File: src/rtl/weight_stream_loader_if.sv
// Word-stream handshake between the host/DMA source (master) and the loader (slave).
interface weight_stream_loader_if;
   logic [31:0] s_data;
   logic        s_valid;
   logic        s_ready;

   modport master (
      output s_data,
      output s_valid,
      input  s_ready
   );

   modport slave (
      input  s_data,
      input  s_valid,
      output s_ready
   );
endinterface

File: src/rtl/weight_stream_loader.sv
// Streams one conv layer's kernel, bias and MACC coefficient words into the model's
// weight-write port, generating sequential addresses from BASE_ADDR.
module weight_stream_loader #(
   parameter int unsigned KERNEL_0    = 3,
   parameter int unsigned KERNEL_1    = 3,
   parameter int unsigned IN_CHANNEL  = 3,
   parameter int unsigned OUT_CHANNEL = 16,
   parameter logic [31:0] BASE_ADDR   = '0
) (
   input  logic                   clk,
   input  logic                   rst_n,
   input  logic                   start,
   weight_stream_loader_if.slave  s,
   output logic [31:0]            weight_wr_data,
   output logic [31:0]            weight_wr_addr,
   output logic                   weight_wr_en,
   output logic                   busy,
   output logic                   done
);

   localparam int unsigned KN = KERNEL_0 * KERNEL_1 * IN_CHANNEL * OUT_CHANNEL;
   localparam int unsigned CW = $clog2(KN + 1);
   localparam logic [CW-1:0] KERN_LAST = CW'(KN - 1);
   localparam logic [CW-1:0] BIAS_LAST = CW'(OUT_CHANNEL - 1);
   localparam logic [31:0]   BIAS_OFS  = 32'(KN);
   localparam logic [31:0]   COEF_OFS  = 32'(KN + OUT_CHANNEL);

   typedef enum logic [2:0] {
      IDLE,
      KERN,
      GAP0,
      BIAS,
      GAP1,
      COEF,
      DONE
   } state_t;

   state_t        state;
   state_t        state_nxt;
   logic [CW-1:0] idx;
   logic [CW-1:0] idx_nxt;
   logic          ready;
   logic          xfer;
   logic [31:0]   offset;
   logic [31:0]   data_nxt;

   assign ready    = (state == KERN) || (state == BIAS) || (state == COEF);
   assign xfer     = s.s_valid && ready;
   assign s.s_ready = ready;
   assign busy     = (state != IDLE);
   assign done     = (state == DONE);

   // Kernel words carry a signed 8-bit weight; bias and coefficient pass through intact.
   assign data_nxt = (state == KERN) ? {{24{s.s_data[7]}}, s.s_data[7:0]} : s.s_data;

   always_ff @(posedge clk or negedge rst_n) begin
      if (!rst_n) begin
         state <= IDLE;
         idx   <= '0;
      end else begin
         state <= state_nxt;
         idx   <= idx_nxt;
      end
   end

   always_comb begin
      state_nxt = state;
      idx_nxt   = idx;
      offset    = '0;
      case (state)
         IDLE: begin
            if (start) begin
               state_nxt = KERN;
               idx_nxt   = '0;
            end
         end
         KERN: begin
            offset = 32'(idx);
            if (xfer) begin
               if (idx == KERN_LAST) begin
                  state_nxt = GAP0;
                  idx_nxt   = '0;
               end else begin
                  idx_nxt = idx + 1'b1;
               end
            end
         end
         GAP0: state_nxt = BIAS;
         BIAS: begin
            offset = BIAS_OFS + 32'(idx);
            if (xfer) begin
               if (idx == BIAS_LAST) begin
                  state_nxt = GAP1;
                  idx_nxt   = '0;
               end else begin
                  idx_nxt = idx + 1'b1;
               end
            end
         end
         GAP1: state_nxt = COEF;
         COEF: begin
            offset = COEF_OFS;
            if (xfer) state_nxt = DONE;
         end
         DONE: state_nxt = IDLE;
         default: begin
            state_nxt = IDLE;
            idx_nxt   = '0;
         end
      endcase
   end

   // Address and data hold their last values through cycles without a transfer.
   always_ff @(posedge clk or negedge rst_n) begin
      if (!rst_n) begin
         weight_wr_en   <= 1'b0;
         weight_wr_addr <= '0;
         weight_wr_data <= '0;
      end else begin
         weight_wr_en <= xfer;
         if (xfer) begin
            weight_wr_addr <= BASE_ADDR + offset;
            weight_wr_data <= data_nxt;
         end
      end
   end

endmodule

File: src/flat_wrapper.sv
// flat-port wrapper written by rule: the top's interface ports become plain ports
module weight_stream_loader_flat 
#(
   parameter int unsigned KERNEL_0    = 3,
   parameter int unsigned KERNEL_1    = 3,
   parameter int unsigned IN_CHANNEL  = 3,
   parameter int unsigned OUT_CHANNEL = 16,
   parameter logic [31:0] BASE_ADDR   = '0
)
  (clk, rst_n, start, weight_wr_data, weight_wr_addr, weight_wr_en, busy, done, s_s_data, s_s_valid, s_s_ready);
  weight_stream_loader_if s_i ();
  input  logic clk;
  input  logic rst_n;
  input  logic start;
  output logic [31:0] weight_wr_data;
  output logic [31:0] weight_wr_addr;
  output logic weight_wr_en;
  output logic busy;
  output logic done;
  input wire logic [$bits(s_i.s_data)-1:0] s_s_data;
  input wire logic [$bits(s_i.s_valid)-1:0] s_s_valid;
  output wire logic [$bits(s_i.s_ready)-1:0] s_s_ready;
  assign s_i.s_data = s_s_data;
  assign s_i.s_valid = s_s_valid;
  assign s_s_ready = s_i.s_ready;
  weight_stream_loader #(.KERNEL_0(KERNEL_0), .KERNEL_1(KERNEL_1), .IN_CHANNEL(IN_CHANNEL), .OUT_CHANNEL(OUT_CHANNEL), .BASE_ADDR(BASE_ADDR)) u_core (.clk(clk), .rst_n(rst_n), .start(start), .s(s_i), .weight_wr_data(weight_wr_data), .weight_wr_addr(weight_wr_addr), .weight_wr_en(weight_wr_en), .busy(busy), .done(done));
endmodule
File: config.mk
export PLATFORM = sky130hd
export DESIGN_NAME = weight_stream_loader_flat
export DESIGN_NICKNAME = d
export VERILOG_FILES = /design/src/rtl/weight_stream_loader_if.sv /design/src/rtl/weight_stream_loader.sv /design/src/flat_wrapper.sv
export SDC_FILE = /design/constraint.sdc
export NUM_CORES = 1
export LEC_CHECK = 0
export CAP_MARGIN = 20
export CORE_ASPECT_RATIO = 1.1
export CORE_MARGIN = 3
export CORE_UTILIZATION = 47
export DETAILED_ROUTE_END_ITERATION = 7
export GPL_ROUTABILITY_DRIVEN = 0
export GPL_TIMING_DRIVEN = 0
export PLACE_DENSITY = 0.95
export SKIP_LAST_GASP = 1
export SLEW_MARGIN = 20
export SYNTH_ARGS = -nofsm -noshare
export SYNTH_HDL_FRONTEND = slang
export SYNTH_SLANG_ARGS = --single-unit
File: constraint.sdc
create_clock -name clk -period 5.7 [get_ports clk]
set_clock_uncertainty 0.05 [all_clocks]
set_input_delay 1.14 -clock clk [delete_from_list [all_inputs] [get_ports clk]]
set_output_delay 1.14 -clock clk [all_outputs]
set_load 0.01 [all_outputs]
==> out/metrics.cfg, run 1 <==
[sta]
final_max_slew_viol_count=0
final_hold_vio_count=0
report.final.setup_viol=0
timing.final.crit_share_pct=57.6
final.setup.worst_slack_ns=2.42
final.setup.tns_ns=0
grt_setup_unrepaired=no
max_clock_freq_ghz=0.305
timing_worst_slew_pin_value_ns=0.682
finalWorstPathRequiredPeriod_ns=3.28
timing.slew.headroom_pct=54.6

[pwr]
seq_power_share_pct=37.3
switchingPower_w=0.000669
power.leakage_nw=1.73
pwr-share-comb_pct=49.3
pwr-share-clk_pct=13.4
max-vdd-ir-drop_uv=191
sw_frac_of_total_pct=38.7
p_per_area_mw_per_mm2=453
internal_power_contribution_w=0.00106

[worst_setup_path]
startpoint_type_of_the_worst_setup_path=register
critical_path_required_ns=4.51
crit_path_end_kind=output port
critical-path-max-stage-delay_ns=0.50
worst_r2r_startpoint=u_core.idx[4]$_DFFE_PN0P_
path_cells=clkbuf_1, clkbuf_1, or3_1, clkdlybuf4s50_1
critPathArrivalTime_ns=2.09
critical_path.most_common_cell=clkbuf_1
critPathLaunch=u_core.state[2]$_DFFE_PN0P_
crit_slowest_cell=clkdlybuf4s50_1
crit_fanout=10
setup.worst_path.class=register to output port

[cells_and_area]
flow.area_growth_from_synthesis_pct=39.5
mostFrequentLayoutCell=clkdlybuf4s50_1
area_used_by_multi_input_combinational_logic_mm2=0.00116
post-route-util_pct=69.3
layout-drive-gt1-share_pct=8.70
layout.cells.most_common_list=clkdlybuf4s50_1 (80), nand2_1 (61), dfrtp_1 (55)
antenna_cells_inserted=0
stdcell_area_mm2=0.00381
layout.nets=453
fillcell_total=423
area_of_all_sequential_standard_cells_mm2=0.00138

[die]
design.die.area_mm2=0.00677
floorplan.rows=28
die-width_um=78.7
starting_density_of_the_core_pct=49.7
core_area_mm2=0.00550
io_pins=104
dieHeight_um=86.0

[clocking]
postCtsSetupBuffers=0
clock_path_buffers=2
clock_buffer_count_from_cts=5
ctsRootBufferMaster=clkbuf_8
cts.clk_slew.worst_paths_ns=0.10
htree_num_levels=2
clock_sinks=55
insertion_delay_ns=0.32
cts_repair_resize_count=0
clock_tree_from_tritoncts=done
hold_buffers=0

[route]
routedWlPerCell_um=15.3
detail_route.vias_per_cell=5.29
route.final.wire_length_mm=7.49
drt_first_pass_iters=7
drt.antenna.violating_nets=0
drcViolationCount=0
detailroute.via_count=2588
detail_route.iter0.violations=168

[grt]
vias_in_the_first_global_route=2542
grt_pass1_wl_mm=12.1
number_of_antenna_violations_at_the_first_check_in_global_routing=0
grt_start_max_net_pins=56
grt.overflow.total=0
global_route.usage.total_pct=22.5

[place]
portBuffers=81
place_ws_ns=2.59
post_dp_cell_area_mm2=0.00371
place_hpwl_mm=5.48

[min_path]
holdCritPathClass=register to register
timing.hold.worst.start=u_core.weight_wr_data[2]$_DFFE_PN0P_

[logic_synthesis]
synthCells=304
ys_ff_latch=55
post_synth_edffs=0
synthDistinctLibCells=42
synthesis.yosys.warnings=0
synthArstFlopShare_pct=100
synth-main-ff-cell=dfrtp_1
yosysTopAreaCellShare_pct=50.3
cell_type_with_the_highest_aggregate_area_in_the_netlist=dfrtp_1
synthTopCellsByArea=dfrtp_1 (50%), nand2_1 (8.4%), o21ai_0 (6.4%), buf_4 (6.0%), a21oi_1 (4.9%)
seq_area_frac_synth_pct=50.3
synthesis.area_per_instance_um2=8.99
syn-cell-area_mm2=0.00273

[run_status]
outcome=complete, no violations

[job]
timing.max_cap.violations=0

[critical path: cells and delay by family (launching register included)]
kind,cells,cell delay (ns)
and+or+nand+nor,1,0.46
DFF,1,0.38
buffers and inverters,3,0.94
[metal layers]
layer,up-vias,part of all wire (%),GRT usage (%)
li1,1224,-,-
met1,1231,38,26.6
met2,118,52,40.8
met3,15,8.3,4.73
met4,0,1.7,6.36
met5,-,0,0
[layout make-up]
cell class	instances	area share [%]
Multi-Input combinational cell	219	30.4
Timing Repair Buffer	81	21.2
Tap cell	75	2.46
Inverter	6	0.591
Sequential cell	55	36.1
Buffer	45	6.69
Clock buffer	6	2.17
Clock inverter	2	0.427
[synthesized netlist by cell type (all sizes together) (2+ instances only)]
library cell  count
a22o              9
nand2            61
a221o             2
and3b             2
and3              2
a21o              3
clkbuf           20
nor2b             5
inv               5
nor2             11
o311ai            2
nand3             8
or3b              2
a222oi            2
dfrtp            55
o21ai            35
buf              25
ha                4
and2              2
a21oi            27
nor3              3
[state kept, by name (all words and copies together), names as in the netlist]
register,cells
u_core.weight_wr_addr,10
u_core.weight_wr_en,1
u_core.weight_wr_data,32
u_core.idx,9
u_core.state,3
[power groups by stage]
stage / clock (W) / combinational [W] / sequential (W)
after CTS: 0.000236 / 0.000851 / 0.000642
after detailed placement: 0 / 0.000840 / 0.000650
after global placement: 0 / 0.000802 / 0.000640
after global routing: 0.000247 / 0.000931 / 0.000666
final: 0.000232 / 0.000852 / 0.000644
after floorplan: 0 / 0.000381 / 0.000697
[kinds of logic (layout without fill, tap and decap cells)]
logic type	after synthesis	after routing	synth area share [%]
buffers and inverters	51	140	10.2
adder cells (fa/ha/maj)	4	4	1.83
flip-flops	55	55	50.3
AND/OR/NAND/NOR	105	105	17.8
AO/OA/AOI/OAI	87	87	19.4
other	1	22	0.137
multiplexers	1	1	0.412
[stage by stage]
step	power [W]	cells	hold slack, ns
after global placement	0.00144	481	0.408
final	0.00173	489	0.438
after detailed placement	0.00149	481	0.420
after CTS	0.00173	489	0.443
after floorplan	0.00108	325	0.464
after global routing	0.00184	489	0.470
[path summary, 6_finish.rpt]
path,slack [ns],end,cells past startpoint
min,0.44,u_core.weight_wr_data[2]$_DFFE_PN0P_,2
max reg2reg,3.05,u_core.idx[8]$_DFFE_PN0P_,8
min in group asynchronous,0.80,u_core.weight_wr_data[2]$_DFFE_PN0P_,1
min reg2reg,0.44,u_core.weight_wr_data[2]$_DFFE_PN0P_,2
max in group asynchronous,4.34,u_core.weight_wr_data[17]$_DFFE_PN0P_,1
max,2.42,busy,4
(Power assumes the default switching activity.)
==> inputs of run 2 (changes only) <==
--- a/config.mk
+++ b/config.mk
@@ -8,11 +8,11 @@
 export CAP_MARGIN = 20
 export CORE_ASPECT_RATIO = 1.1
 export CORE_MARGIN = 3
-export CORE_UTILIZATION = 47
+export CORE_UTILIZATION = 44
 export DETAILED_ROUTE_END_ITERATION = 7
 export GPL_ROUTABILITY_DRIVEN = 0
 export GPL_TIMING_DRIVEN = 0
-export PLACE_DENSITY = 0.95
+export PLACE_DENSITY = 0.91
 export SKIP_LAST_GASP = 1
 export SLEW_MARGIN = 20
 export SYNTH_ARGS = -nofsm -noshare
==> constraint.sdc (replaced) <==
create_clock -name clk -period 3.15 [get_ports clk]
set_clock_uncertainty 0.05 [all_clocks]
set_input_delay 0.63 -clock clk [delete_from_list [all_inputs] [get_ports clk]]
set_output_delay 0.63 -clock clk [all_outputs]
set_load 0.01 [all_outputs]
==> run 2 against run 1 <==
Compared with the run above:
- non-clock buffer count unchanged
- worst hold slack got worse by 0.13 ns
- routed wire length decreased by 9.1%
- global-route usage decreased by 3.4 points
- clock-buffer cell count unchanged
- die area increased by 6.3%
- sequential power increased by 80%
- combinational power increased by 76%
- critical path depth unchanged
==> out/metrics.cfg, run 2 (same netlist as run 1, synthesis figures left out) <==
[run_status]
outcome=complete, no violations

[cells_and_area]
fillcell_total=470
largest_registers=u_core.weight_wr_data x32, u_core.weight_wr_addr x10, u_core.idx x9
top_register=u_core.weight_wr_data
layout-drive-gt1-share_pct=8.70
largest_register_ff_count=32
flow.area_growth_from_synthesis_pct=39.6
layout.cells.most_common_list=clkdlybuf4s50_1 (80), nand2_1 (61), dfrtp_1 (55)
mostFrequentLayoutCell=clkdlybuf4s50_1
antenna_cells_inserted=0
layout.nets=453

[place]
place_ws_ns=0.557
portBuffers=81
place_hpwl_mm=5.08

[clocking]
clock_path_buffers=2
hold_buffers=0
insertion_delay_ns=0.30
ctsRootBufferMaster=clkbuf_8
cts_repair_resize_count=0
htree_num_levels=2
postCtsSetupBuffers=0
cts.clk_slew.worst_paths_ns=0.10
clock_sinks=55
clock_tree_from_tritoncts=done
clock_buffer_count_from_cts=5

[grt]
grt_start_max_net_pins=56
grt.overflow.total=0
number_of_antenna_violations_at_the_first_check_in_global_routing=0
grt_pass1_wl_mm=10.9
vias_in_the_first_global_route=2434
global_route.usage.total_pct=19.1

[worst_setup_path]
crit_fanout=10
crit_path_end_kind=output port
r2r_end=u_core.idx[4]$_DFFE_PN0P_
critPathArrivalTime_ns=2.06
reg2reg_setup_slack_ns=0.54
worst_r2r_startpoint=u_core.idx[4]$_DFFE_PN0P_
setup.worst_path.class=register to output port
worst-r2r-cell-count=8
startpoint_type_of_the_worst_setup_path=register
critical_path_required_ns=2.47

[sta]
final.setup.worst_slack_ns=0.413
max_clock_freq_ghz=0.365
final_hold_vio_count=0
timing.final.crit_share_pct=86.9
grt_setup_unrepaired=no
final_max_slew_viol_count=0
timing_worst_slew_pin_value_ns=0.672
final.setup.tns_ns=0
report.final.setup_viol=0
timing.slew.headroom_pct=55.2
finalWorstPathRequiredPeriod_ns=2.74

[route]
detail_route.vias_per_cell=5.15
drcViolationCount=0
detailroute.via_count=2528
routedWlPerCell_um=13.9
detail_route.iter0.violations=178
route.final.wire_length_mm=6.80
drt_first_pass_iters=5
drt.antenna.violating_nets=0

[die]
floorplan.rows=29
io_pins=104
dieHeight_um=88.7
die-width_um=81.2
core_area_mm2=0.00588
design.die.area_mm2=0.00720
starting_density_of_the_core_pct=46.5

[pwr]
max-vdd-ir-drop_uv=383
power.leakage_nw=1.73
total_power_w=0.00307
p_per_area_mw_per_mm2=805

[min_path]
holdCritPathClass=input port to async pin

[job]
timing.max_cap.violations=0

-- run 2: cell counts in the layout (fill, tap and decap cells not counted) --
Identical to the previous run, type by type.
-- run 2: worst max-delay path: stages, from the launching register on --
cell	delay [ns]
dfrtp_1	0.37
clkbuf_1	0.18
clkbuf_1	0.26
or3_1	0.44
clkdlybuf4s50_1	0.50
-- run 2: layer usage --
metal / GRT usage (%) / up-vias / share of wire, %
li1: - / 1223 / -
met2: 33.5 / 124 / 48
met4: 5.99 / 0 / 1.8
met1: 22.9 / 1165 / 42
met3: 4.89 / 16 / 8.5
met5: 0 / - / 0
-- run 2: worst max-delay path by stage --
stage / start / end / slack, ns / depth (start not counted)
floorplan: u_core.idx[4]$_DFFE_PN0P_ / u_core.idx[4]$_DFFE_PN0P_ / 0.95 / 8
global placement: rst_n / u_core.weight_wr_data[18]$_DFFE_PN0P_ / -0.21 / 1
detailed placement: start / u_core.idx[5]$_DFFE_PN0P_ / 0.56 / 5
CTS: u_core.state[2]$_DFFE_PN0P_ / busy / 0.43 / 4
global route: u_core.state[2]$_DFFE_PN0P_ / busy / 0.28 / 4
finish: u_core.state[2]$_DFFE_PN0P_ / busy / 0.41 / 4
-- run 2: per-stage QoR --
stage	util (%)	instance area, um^2	hold slack [ns]	cells
floorplan	-	2810	0.284	325
global placement	63.3	3720	0.409	483
detailed placement	63.2	3720	0.414	483
CTS	64.9	3820	0.330	491
global route	64.9	3820	0.350	491
finish	64.9	3820	0.311	491
-- run 2: layout make-up --
cell class | instances | area (um^2) | share of cell area (%)
well taps | 77 | 96.3 | 2.52
clock inverters | 2 | 16.3 | 0.426
plain buffers | 45 | 255 | 6.69
multi-input cells | 219 | 1160 | 30.4
clock buffers | 6 | 82.6 | 2.16
repair buffers | 81 | 808 | 21.2
inverters | 6 | 22.5 | 0.590
flip-flops and latches | 55 | 1380 | 36.1
-- run 2: where the power goes --
part / switching [W] / internal [W]
clock network: 0.000227 / 0.000180
logic: 0.000756 / 0.000748
registers: 0.000173 / 0.000987
total: 0.00116 / 0.00191
==> inputs of run 3 (changes only) <==
--- a/config.mk
+++ b/config.mk
@@ -13,6 +13,7 @@
 export GPL_ROUTABILITY_DRIVEN = 0
 export GPL_TIMING_DRIVEN = 0
 export PLACE_DENSITY = 0.91
+export SETUP_SLACK_MARGIN = 0.2
 export SKIP_LAST_GASP = 1
 export SLEW_MARGIN = 20
 export SYNTH_ARGS = -nofsm -noshare
==> results of run 3 <==
Same layout as run 2: the final DEF is identical, and so are final timing and power.
